===== src/rtl/uart_tx_arbiter.sv =====
// Two-requester UART transmitter: round-robin picks a byte in IDLE, then
// sends start, 8 data bits (LSB first), optional even parity, and stop.
module uart_tx_arbiter (
  input  logic        PCLK,
  input  logic        PRESETn,
  input  logic [15:0] divisor,
  input  logic        parity_en,
  input  logic        req0_valid,
  input  logic [7:0]  req0_data,
  output logic        req0_ready,
  input  logic        req1_valid,
  input  logic [7:0]  req1_data,
  output logic        req1_ready,
  output logic        Tx,
  output logic        busy,
  output logic        grant_id,
  output logic        tx_done
);

  typedef enum logic [2:0] {IDLE, START, DATA, PARITY, STOP} state_t;

  state_t      r_state, w_stateNext;
  logic [15:0] r_cnt, w_cntNext, r_div;
  logic [2:0]  r_bitIdx, w_bitIdxNext;
  logic [7:0]  r_data;
  logic        r_parEn, r_favour1, r_grant, r_tx, w_txNext;
  logic        w_sel1, w_accept, w_bitEnd;

  // req1 wins only when req0 is idle or it is req1's turn; ready is held low during reset
  assign w_sel1     = req1_valid && (!req0_valid || r_favour1);
  assign w_accept   = (r_state == IDLE) && PRESETn && (req0_valid || req1_valid);
  assign req0_ready = w_accept && !w_sel1;
  assign req1_ready = w_accept && w_sel1;

  assign w_bitEnd = (r_cnt == r_div - 16'd1);
  assign tx_done  = (r_state == STOP) && w_bitEnd;
  assign busy     = (r_state != IDLE);
  assign grant_id = r_grant;
  assign Tx       = r_tx;

  always_comb begin
    w_stateNext  = r_state;
    w_cntNext    = r_cnt + 16'd1;
    w_bitIdxNext = r_bitIdx;
    w_txNext     = 1'b1;
    case (r_state)
      IDLE: begin
        w_cntNext = 16'd0;
        if (w_accept) w_stateNext = START;
      end
      START: begin
        if (w_bitEnd) begin
          w_stateNext  = DATA;
          w_cntNext    = 16'd0;
          w_bitIdxNext = 3'd0;
        end
      end
      DATA: begin
        if (w_bitEnd) begin
          w_cntNext = 16'd0;
          if (r_bitIdx == 3'd7) w_stateNext = r_parEn ? PARITY : STOP;
          else                  w_bitIdxNext = r_bitIdx + 3'd1;
        end
      end
      PARITY: begin
        if (w_bitEnd) begin
          w_stateNext = STOP;
          w_cntNext   = 16'd0;
        end
      end
      STOP: begin
        if (w_bitEnd) begin
          w_stateNext = IDLE;
          w_cntNext   = 16'd0;
        end
      end
      default: w_stateNext = IDLE;
    endcase
    // Line level follows the state being entered so Tx is registered yet aligned with it
    case (w_stateNext)
      START:   w_txNext = 1'b0;
      DATA:    w_txNext = r_data[w_bitIdxNext];
      PARITY:  w_txNext = ^r_data;
      default: w_txNext = 1'b1;
    endcase
  end

  always_ff @(posedge PCLK or negedge PRESETn) begin
    if (!PRESETn) begin
      r_state   <= IDLE;
      r_cnt     <= 16'd0;
      r_bitIdx  <= 3'd0;
      r_data    <= 8'd0;
      r_div     <= 16'd1;
      r_parEn   <= 1'b0;
      r_favour1 <= 1'b0;
      r_grant   <= 1'b0;
      r_tx      <= 1'b1;
    end else begin
      r_state  <= w_stateNext;
      r_cnt    <= w_cntNext;
      r_bitIdx <= w_bitIdxNext;
      r_tx     <= w_txNext;
      if (w_accept) begin
        r_data    <= w_sel1 ? req1_data : req0_data;
        r_div     <= (divisor == 16'd0) ? 16'd1 : divisor;
        r_parEn   <= parity_en;
        r_grant   <= w_sel1;
        r_favour1 <= !w_sel1;
      end
    end
  end

endmodule

===== config.mk =====
export PLATFORM = sky130hd
export DESIGN_NAME = uart_tx_arbiter
export DESIGN_NICKNAME = d
export VERILOG_FILES = /design/src/rtl/uart_tx_arbiter.sv
export SDC_FILE = /design/constraint.sdc
export NUM_CORES = 1
export LEC_CHECK = 0
export BUFFER_PORTS_ARGS = -buffer_cell sky130_fd_sc_hd__buf_4
export CORE_MARGIN = 2
export CORE_UTILIZATION = 52
export DETAILED_ROUTE_END_ITERATION = 8
export GPL_TIMING_DRIVEN = 0
export HOLD_SLACK_MARGIN = 0.12
export PLACE_DENSITY_LB_ADDON = 0.3
export SLEW_MARGIN = 20
export SYNTH_ARGS = -nofsm -noshare
export SYNTH_HDL_FRONTEND = slang
export SYNTH_SLANG_ARGS = --single-unit

===== constraint.sdc =====
create_clock -name PCLK -period 3.75 [get_ports PCLK]
set_clock_uncertainty 0.2 [all_clocks]
set_input_delay 0.1875 -clock PCLK [delete_from_list [all_inputs] [get_ports PCLK]]
set_output_delay 0.1875 -clock PCLK [all_outputs]
set_load 0.005 [all_outputs]

# After elaboration in Yosys (flattened, before gate mapping)
# Index checks and enable logic that the tools add are counted.
# classes
n_addsub	3
n_lt_le_gt_ge	1
n_eq_ne	9
muxes	19
reduce_logical	15
# ops
op	count
16-bit two-way mux	2
16-bit case mux with 2 select lines	1
3-bit two-way mux	10
16-bit by 1-bit adder with 16-bit output, second input constant	1
16-bit equality test	1
16-bit zero test	1
16-bit by 1-bit subtractor with 16-bit output, second input constant	1
3-bit case mux with 5 select lines	1
3-bit by 2-bit equality test with 1-bit output, second input constant	4
8-bit two-way mux	1
8-bit parity	1
3-bit by 1-bit equality test with 1-bit output, second input constant	2
3-bit equality test, second input constant	2
1-bit logical AND	6
3-bit case mux with 2 select lines	1
3-bit by 4-bit less-than comparator with 1-bit output, second input constant	1
4-bit OR reduction	1
3-bit by 1-bit adder with 3-bit output, second input constant	1
1-bit binary-select mux with 3-bit select	1
3-bit zero test	1
1-bit case mux with 3 select lines	1
3-bit nonzero test	1
1-bit zero test	2
1-bit logical OR	2
1-bit two-way mux	1
# totals
regBits	50
inputBits	37
out_inout_bits	6

# Longest topological paths before layout
# depth
word_depth	7
depth_mapped	12
depth_no_buf	12

# Worst setup path before layout
# OpenSTA, ideal clock, no wires.
# synth_path
path_kind	register to register
start	register r_div[0]
end	register r_tx (netlist: Tx)
setup_ns	0.088
t_arrival_ns	3.204
t_required_ns	3.462
slack_ns	0.258
path_stages_with_launch	12
n_path_buf	0
period_less_slack_ns	3.492
path_cell_list	dfstp_2 > inv_1 > ha_1 > or3b_2 > nor2_1 > or3_2 > a2111oi_2 > nand4_2 > o31a_1 > or2_0 > o2111ai_1 > nand3_1
# synth_between
elab_chain_len	7
elab_cells_between_ends	16
cone_classes	add/sub (1); eq/ne (4); mux (11)
# synth_rtl
element	line_no	source
start: declaration	23	logic [15:0] r_cnt, w_cntNext, r_div;
start signal: assignment	106	r_div <= (divisor == 16'd0) ? 16'd1 : divisor;
16-bit by 1-bit subtractor with 16-bit output *	35	assign w_bitEnd = (r_cnt == r_div - 16'd1);
16-bit equality test *	35	
3-bit two-way mux (on tied branches)	59, 52	
3-bit case mux with 2 select lines *	46	case (r_state)
net w_bitIdxNext[1]	24	logic [2:0] r_bitIdx, w_bitIdxNext;
1-bit binary-select mux with 3-bit select *	82	DATA: w_txNext = r_data[w_bitIdxNext];
1-bit two-way mux (implied by the code) *	82	
1-bit case mux with 3 select lines *	80	case (w_stateNext)
net w_txNext	26	logic r_parEn, r_favour1, r_grant, r_tx, w_txNext;
end signal: assignment	103	r_tx <= w_txNext;
end: declaration	26	
# The timed path passes the listed nets; every way through them passes the cells marked *. The select of a mux whose other input is x is not followed.
# A chain may end at the register's enable or synchronous reset.

# Worst setup path after layout
# layout_path
start	register r_div[0]
end	register r_tx (netlist: Tx)
# layout_between
elab_chain_len	7
elab_cells_between_ends	16
cone_classes	add/sub (1); eq/ne (4); mux (11)
# layout_rtl
element	line_no
16-bit by 1-bit subtractor with 16-bit output *	35
16-bit equality test *	35
3-bit two-way mux (on tied branches)	59, 52
3-bit case mux with 2 select lines	46
1-bit binary-select mux with 3-bit select	82
1-bit two-way mux (implied by the code)	82
1-bit case mux with 3 select lines *	80
net w_txNext	26
# Marked as above.

==> results.toml <==
[grt]
antenna_found_initial = 0
grt_overflow = 0
grt_pass1_vias = 2602
grt_start_max_net_pins = 52
grt_pass1_wl_um = 12000
grt.total_usage = 0.236

[setup_path]
cp.required_ns = 3.79
crit_path_start_kind = "flop"
crit_type = "reg -> reg"
crit_fanout = 6
critPathCaptureType = "flop"
rrSetupSlack_ns = 0.21
worstPathArrival_ns = 3.58

[sta]
setup_violations = 0
worst_pin_slew_ns = 0.647
max_freq_mhz = 283
holdWs_ns = 0.258
rsz0062_at_grt = "false"
max-slew-margin-rel = 0.569
hold_violations = 0
finalCriticalPeriod_ns = 3.54
timing.final.ws_setup_ns = 0.213
fin_crit_sh = 0.943
slew_viol_final = 0

[clock_tree]
cts_max_level = 2
clk_pin_slew_ns = 0.09
cts.path.max_buffers = 2
cts_sinks = 50
cts_tree = "done"
cts_root_buffer = "clkbuf_8"
cts_made_buffers = 5
worstSkewPairLatency_ns = 0.31

[synthesis]
yosys.area.top_type = "dfrtp_1"
synth_edf_count = 0
synth-main-ff-cell = "dfrtp_1"
synth_area_leaders = "dfrtp_1 (38%), xnor2_1 (7.3%), mux2_2 (6.1%)"
postSynthCellCount = 322
synth.top_cell.area_share = 0.383
yosysUniqueCellTypes = 59
avgSynthCellArea_um2 = 9.74
synth_warnings = 0
seq_area_frac_synth = 0.400
async_reset_ff_frac = 1.00
synth-seq-cells = 50
synth.net_count = 362
synth_area_um2 = 3140

[route]
ant_nets = 0
drc = 0
routedWlPerCell_um = 15.4
vias = 2751
drt-initial-drc-count = 179
avgViaCountPerCell = 5.68
wirelength_um = 7460
firstDrtPassIters = 4

[floorplan]
die_h_um = 81.7
die_area_um2 = 6670
initial_core_util = 0.533
die_w_um = 81.7
core_um2 = 5890
rows = 28
num_io_pins = 43

[power]
peakVddDrop_mv = 0.361
p_int_mw = 1.54
p_per_area_nw_per_um2 = 616
switching_share = 0.384
p_seq_frac = 0.377
cellLeakagePower_nw = 1.77
power_frac_clock = 0.158
combPwrFrac = 0.464
p_sw_mw = 0.961

[place]
place_hpwl_um = 5100
placed_cells = 439
gp_congestion = 0.873
port-buffer-count = 42
pre_cts_ws_ns = -0.164

[cells_and_area]
drive_gt1_frac = 0.247
multi_input_area_um2 = 1740
seqCellArea_um2 = 1250
stdcell_count = 484
area_growth_pct = 29.6
nFillCells = 445
final_common_cell = "dfrtp_1"
fin_util = 0.690
num-nets-final = 448
layout.cells.most_common_list = "dfrtp_1 (48), buf_4 (47), dlygate4sd3_1 (34)"
antenna_cells = 0

[min_path]
hp-class = "in -> async"

[flow_run]
drv_cap = 0

[run_status]
outcome = "completed"
==> state kept, by name (all words and copies together) (netlist names) <==
register   count
r_data         8
r_state        3
r_bitIdx       3
r_favour1      1
grant_id       1
r_parEn        1
r_div         16
Tx             1
r_cnt         16
==> cell families (layout without fill, tap and decap cells) <==
family | after synthesis | in the layout | share of synthesized area
adders and majority gates | 3 | 3 | 0.0120
xor gates and xnor gates | 44 | 44 | 0.123
buffers and inverters | 37 | 124 | 0.0591
muxes | 20 | 20 | 0.0710
AOI/OAI and AO/OA | 50 | 50 | 0.131
and+or+nand+nor | 118 | 118 | 0.204
DFF | 50 | 50 | 0.400
==> per-layer routing <==
| layer | GRT usage | share of wire | wire length, um |
|---|---|---|---|
| met1 | 0.314 | 0.45 | 3330 |
| met2 | 0.384 | 0.48 | 3590 |
| met3 | 0.0253 | 0.040 | 301 |
| met4 | 0.115 | 0.031 | 230 |
| met5 | 0 | 0 | 0 |
==> path summary, 6_finish.rpt <==
path                                start   endpoint  cells past startpoint
worst max-delay path             r_div[0]         Tx                     12
worst min-delay path              PRESETn  r_cnt[12]                      2
worst max register to register   r_div[0]         Tx                     12
worst min register to register  r_favour1  r_favour1                      1
max in group asynchronous         PRESETn   r_div[1]                      2
min in group PCLK               r_favour1  r_favour1                      1
==> synthesized netlist by cell type, types with 4 or more instances <==
library cell and count:
a21o_1 4, a21oi_1 7, a222oi_1 8, and3_1 6, clkbuf_1 7, dfrtp_1 48, inv_1 21, mux2_2 17
nand2_1 18, nand3_1 14, nand4_1 7, nor2_1 32, nor3_1 10, nor4_1 9, o211ai_1 4, o21ai_0 5
or4_1 4, xnor2_1 26, xor2_1 18
==> what timing repair did <==
item | 4_1_cts | 5_1_grt
setup buffers | 1 | 2
endpoints found under the hold margin | 75 | 0
pin swaps | 1 | 2
endpoints found under the setup margin | 11 | 12
hold buffers | 34 | 0
gates resized for setup | 3 | 5
==> per-stage QoR <==
stage               instance area, um^2  power [mW]  TNS [ns]
detailed placement                 3540        1.96     -1.47
floorplan                          3140        1.70         0
CTS                                4030        2.46         0
global route                       4060        2.66         0
global placement                   3540        1.92    -0.812
finish                             4060        2.51         0
==> worst max-delay path, cell delays in order (launching register included) <==
cell and delay (ns):
dfstp_2 0.60, inv_1 0.10, ha_2 0.23, or3b_4 0.29
nor2_1 0.07, or3_4 0.43, a2111oi_4 0.35, nand4_2 0.21
buf_4 0.18, o31a_1 0.24, a2111oi_0 0.38, a21oi_1 0.07
nand3_1 0.11
==> power by group through the flow <==
stage	Combinational, mW	Sequential (mW)	Clock (mW)
detailed placement	1.02	0.942	0
floorplan	0.821	0.882	0
global route	1.27	0.968	0.423
CTS	1.12	0.933	0.406
finish	1.16	0.945	0.396
global placement	0.989	0.932	0
==> final cells by class <==
class	count	share of cell area
Sequential cell	50	0.308
Multi-Input combinational cell	235	0.427
Inverter	21	0.0194
Timing Repair Buffer	79	0.167
Buffer	16	0.0265
Clock inverter	1	0.00739
Tap cell	75	0.0231
Clock buffer	7	0.0212
No activity file was read; power rests on OpenSTA's default activity.
